[src/rtl/htd_if.sv]
// Data-in / data-out bus for the htd frame tail detector.
// ov_data carries the tail flag in its top bit above the data word.
interface htd_if #(
  parameter int DATA_WIDTH = 8
);
  logic [DATA_WIDTH-1:0] iv_data;
  logic                  i_data_wr;
  logic [DATA_WIDTH:0]   ov_data;
  logic                  o_data_wr;

  modport master (
    output iv_data,
    output i_data_wr,
    input  ov_data,
    input  o_data_wr
  );

  modport slave (
    input  iv_data,
    input  i_data_wr,
    output ov_data,
    output o_data_wr
  );
endinterface

[src/rtl/htd.sv]
// htd: marks the last word of each write burst with a tail flag, using a fixed 2-cycle registered latency.
// Defining HTD_MAXLEN_SPLIT_EN also forces a tail every MAX_FRAME_LEN words.
module htd #(
  parameter int DATA_WIDTH    = 8,
  parameter int MAX_FRAME_LEN = 64
) (
  input  logic  i_clk,
  input  logic  i_rst,
  htd_if.slave  bus
);

  logic                  hold_v;
  logic [DATA_WIDTH-1:0] hold_data;
  logic                  tail;

  if (MAX_FRAME_LEN < 2 || MAX_FRAME_LEN > 65535) begin : g_bad_len
    $error("htd: MAX_FRAME_LEN must be in 2..65535");
  end

`ifdef HTD_MAXLEN_SPLIT_EN
  localparam int CW = $clog2(MAX_FRAME_LEN + 1);
  localparam logic [CW-1:0] LAST_CNT = CW'(MAX_FRAME_LEN - 1);

  logic [CW-1:0] word_cnt;

  // word_cnt counts the words of the current frame already emitted, so the
  // held word is the MAX_FRAME_LEN-th one when word_cnt reaches LAST_CNT.
  always_comb begin
    tail = ~bus.i_data_wr;
    if (word_cnt == LAST_CNT) begin
      tail = 1'b1;
    end
  end

  always_ff @(posedge i_clk) begin
    if (i_rst) begin
      word_cnt <= '0;
    end else if (hold_v) begin
      word_cnt <= tail ? '0 : word_cnt + CW'(1);
    end
  end
`else
  always_comb begin
    tail = ~bus.i_data_wr;
  end
`endif

  // A held word becomes the tail when the write strobe drops in the cycle after it was captured.
  always_ff @(posedge i_clk) begin
    if (i_rst) begin
      hold_v        <= 1'b0;
      hold_data     <= '0;
      bus.o_data_wr <= 1'b0;
      bus.ov_data   <= '0;
    end else begin
      hold_v <= bus.i_data_wr;
      if (bus.i_data_wr) begin
        hold_data <= bus.iv_data;
      end
      bus.o_data_wr <= hold_v;
      bus.ov_data   <= hold_v ? {tail, hold_data} : '0;
    end
  end

endmodule

[src/flat_wrapper.sv]
// flat-port wrapper written by rule: the top's interface ports become plain ports
module htd_flat 
#(
  parameter int DATA_WIDTH    = 8,
  parameter int MAX_FRAME_LEN = 64
)
  (i_clk, i_rst, bus_iv_data, bus_i_data_wr, bus_ov_data, bus_o_data_wr);
  htd_if #(.DATA_WIDTH(DATA_WIDTH)) bus_i ();
  input  logic i_clk;
  input  logic i_rst;
  input wire logic [$bits(bus_i.iv_data)-1:0] bus_iv_data;
  input wire logic [$bits(bus_i.i_data_wr)-1:0] bus_i_data_wr;
  output wire logic [$bits(bus_i.ov_data)-1:0] bus_ov_data;
  output wire logic [$bits(bus_i.o_data_wr)-1:0] bus_o_data_wr;
  assign bus_i.iv_data = bus_iv_data;
  assign bus_i.i_data_wr = bus_i_data_wr;
  assign bus_ov_data = bus_i.ov_data;
  assign bus_o_data_wr = bus_i.o_data_wr;
  htd #(.DATA_WIDTH(DATA_WIDTH), .MAX_FRAME_LEN(MAX_FRAME_LEN)) u_core (.i_clk(i_clk), .i_rst(i_rst), .bus(bus_i));
endmodule
[config.mk]
export PLATFORM = sky130hd
export DESIGN_NAME = htd_flat
export DESIGN_NICKNAME = d
export VERILOG_FILES = /design/src/rtl/htd_if.sv /design/src/rtl/htd.sv /design/src/flat_wrapper.sv
export SDC_FILE = /design/constraint.sdc
export NUM_CORES = 1
export LEC_CHECK = 0
export CAP_MARGIN = 30
export CORE_MARGIN = 4
export CORE_UTILIZATION = 44
export DETAILED_ROUTE_END_ITERATION = 6
export PLACE_DENSITY_LB_ADDON = 0.05
export SETUP_SLACK_MARGIN = 0.15
export SLEW_MARGIN = 20
export SYNTH_ARGS = -nofsm -noshare
export SYNTH_HDL_FRONTEND = slang
export SYNTH_SLANG_ARGS = --single-unit
[constraint.sdc]
create_clock -name i_clk -period 1.9 [get_ports i_clk]
set_clock_uncertainty 0.2 [all_clocks]
set_input_delay 0.57 -clock i_clk [delete_from_list [all_inputs] [get_ports i_clk]]
set_output_delay 0.57 -clock i_clk [all_outputs]
set_load 0.005 [all_outputs]
-- Word level (Yosys, flattened, before mapping)
Index checks and enable logic that the tools add are counted.
- register bits after elaboration: 19
- input port bits: 11
- logic and storage cells: 7
- bitwise operators: 2
- reduce and logical (&&, ||, !) cells: 1
- operators with widths (operator ; count):
    1-bit NOT ; 2
    2-bit OR reduction ; 1

-- Depth between registers and ports, before layout
- depth in word-level cells: 2
- mapped depth: 4
- mapped depth without buffers: 2

-- Worst setup path after synthesis
OpenSTA, ideal clock, no wires.
- kind: input-to-reg
- start point: input bus_i_data_wr
- end point: register u_core.hold_data[0]
- arrival time: 971 ps
- slack: 614 ps
- stages: 3
- path buffers: 1
- path through: buf_4 -> mux2i_1 -> nor2_1
- RTL lines (what ; RTL line ; text):
    start, declared ; flat_wrapper.sv:12 ; input wire logic [$bits(bus_i.i_data_wr)-1:0] bus_i_data_wr;
    end signal, assigned ; htd.sv:58 ; hold_data <= bus.iv_data;
    end, declared ; htd.sv:13 ; logic [DATA_WIDTH-1:0] hold_data;

-- Worst setup path in the final report
- start point: register u_core.bus.ov_data[6]
- end point: output bus_ov_data[6]
- RTL lines (what ; RTL line ; text):
    start, declared ; htd_if.sv:21 ; output ov_data,
    start signal, assigned ; htd.sv:61 ; bus.ov_data <= hold_v ? {tail, hold_data} : '0;
    end, declared ; flat_wrapper.sv:13 ; output wire logic [$bits(bus_i.ov_data)-1:0] bus_ov_data;
No word-level cell between the ends.

==> flow_metrics.tcl <==
set metrics [dict create \
    status "completed" \
    clock_latency_ns 0.29 \
    synth_area_leader_cell "dfxtp_1" \
    htree_levels 1 \
    post-cts-setup-buffers 0 \
    min_path_type "reg2reg" \
    hold_buffers 0 \
    dr.pass1.iters 1 \
    io_pins 21 \
    p_per_area_nw_per_um2 810 \
    drive_gt1_share_pct 12.3 \
    crit_type "reg2out" \
    fin_nets 85 \
    setup-tns-final_ns 0 \
    dieArea_sq_um 2040 \
    finalInstanceArea_sq_um 832 \
    pwr-share-comb_pct 9.0 \
    synthCells 49 \
    path_delay_family "flip-flops" \
    p_clk_share_pct 29.1 \
    dieHeight_um 45.1 \
    seq_power_share_pct 61.9 \
    drt_iter0_drc 0 \
    syn_nets 60 \
    grt.total_usage_pct 10.9 \
    ant_nets 0 \
    wire_per_inst_um 10.0 \
    drv_slew 0 \
    endpoint_kind "output pin" \
    cp_slowest_cell "dfxtp_1" \
    initial_core_util_pct 46.6 \
    rows 13 \
    routed_wl_um 883 \
    p_int_mw 0.534 \
    critPathRequiredTime_ns 1.13 \
    critical-path-max-stage-delay_ns 0.31 \
    synth_edf_count 0 \
    chipWidth_um 45.1 \
    cap_violations 0 \
    synth_warnings 0 \
    synth_top_area_share_pct 62.7 \
    antenna_found_initial 0 \
    clock.fmax_mhz 617 \
    cp.arrival_ns 0.85 \
    synth_top_cells_by_count "19 x dfxtp_1, 8 x and2_1, 8 x mux2i_1, 8 x nor2_1" \
    switching_share_pct 20.8 \
    timing.final.crit_period_ns 1.62 \
    num-fill-cells 119 \
    antenna_cells 0 \
    switchingPower_mw 0.140 \
    num_vias 384 \
    ys_seq_area_share_pct 62.7 \
    cts_resized 10 \
    yosys_most_used_dff "dfxtp_1" \
    postSynthAreaPerCell_sq_um 12.4 \
    drc 0 \
    core_sq_um 1300 \
    crit_fanout 1 \
    relSlewSlack_pct 84.7 \
    synthTopCellsByArea "dfxtp_1 63%, mux2i_1 13%, and2_1 8.2%" \
    post-route-period-util_pct 85.3 \
    tightestPinTransition_ns 0.229 \
    viasPerCell 4.36 \
    p_leak_nw 0.403 \
    dp_hpwl_um 693 \
    syn_to_final_growth_pct 37.1 \
    grt_start_max_net_pins 11 \
    grt_pass1_vias 373 \
    path_buf_inv 1 \
    hold_ws_ns 0.261 \
    synth_most_common_cell "dfxtp_1" \
    gp_congestion 0.616 \
    setup-violations-final 0 \
    startpoint_type "flip-flop" \
    path_clk_slew_ns 0.10 \
    rsz0062_at_grt "no" \
    overflow 0 \
    synth_cell_types 8 \
    postPlaceCellArea_sq_um 818 \
    portBuffers 20 \
    cts_made_buffers 3 \
    grt_pass1_wl_um 1480 \
    synth_area_sq_um 607 \
    ys_async_sr_fraction_pct 0 \
    synth_seq_cells 19 \
    cts_buffer_depth 2 \
    worstPathCellList "dlygate4sd2_1" \
    max-vdd-ir-drop_uv 497 \
    cts_tree "built" \
    clock_sinks 19 \
    hold_violations 0 \
    cts_root_buf "clkbuf_4" \
    fin_util_pct 63.9 \
]
[flip-flops by register name (all words and copies together), names as in the netlist]
signal / flops
u_core.hold_data: 8
u_core.hold_v: 1
u_core.bus.o_data_wr: 1
u_core.bus.ov_data: 9
[final cells by class]
cell class                 instances  area [sq um]  share of cell area, %
sequential                        19           380                   45.7
timing repair buffer              23           210                   25.3
tap                               15          18.8                   2.26
multi-input combinational         27           196                   23.6
clock buffer                       4          26.3                   3.16
[per-layer routing]
metal	part of all wire [%]	wire length [um]	global-route usage [%]	vias up
li1	-	-	-	201
met1	42	374	11.3	166
met2	46	406	16.9	14
met3	8.9	79	4.78	3
met4	2.5	22	8.77	0
met5	0	0	0	-
[metrics by stage]
| step | cells | power [mW] | worst slack (ns) |
|---|---|---|---|
| floorplan | 49 | 0.459 | 0.614 |
| global placement | 84 | 0.491 | 0.0842 |
| detailed placement | 84 | 0.491 | 0.101 |
| CTS | 88 | 0.683 | 0.267 |
| global route | 88 | 0.712 | 0.228 |
| finish | 88 | 0.674 | 0.279 |
[cells in the final DEF, fill, tap and decap left out]
cell,netlist,layout
and2_1,8,8
nor2b_4,2,2
dfxtp_1,19,19
clkdlybuf4s50_1,0,10
clkbuf_4,0,3
buf_4,1,3
clkbuf_1,0,1
mux2i_1,8,8
and2b_2,1,1
dlygate4sd2_1,0,10
nor2_1,8,8
[worst paths after layout]
kind                                               to  slack (ns)  cells past startpoint                  start
worst max-delay path                   bus_ov_data[6]        0.28                      1  u_core.bus.ov_data[6]
worst min register to register  u_core.bus.ov_data[3]        0.26                      1    u_core.hold_data[3]
worst min-delay path            u_core.bus.ov_data[3]        0.26                      1    u_core.hold_data[3]
worst max register to register  u_core.bus.ov_data[8]        0.96                      2          u_core.hold_v
[kinds of logic (layout without fill, tap and decap cells)]
family / Yosys count / after routing / share of synthesized area [%]
flip-flops: 19 / 19 / 62.7
AND/OR/NAND/NOR: 19 / 19 / 19.2
multiplexers: 8 / 8 / 13.2
buffers and inverters: 3 / 27 / 4.95
[power groups by stage]
stage | Sequential (mW) | Clock (mW) | Combinational, mW
after floorplan | 0.427 | 0 | 0.0320
after detailed placement | 0.427 | 0 | 0.0641
final | 0.418 | 0.196 | 0.0606
after global placement | 0.427 | 0 | 0.0639
after global routing | 0.419 | 0.226 | 0.0670
after CTS | 0.418 | 0.203 | 0.0618
Note: power is estimated with default switching activity, not from simulation.
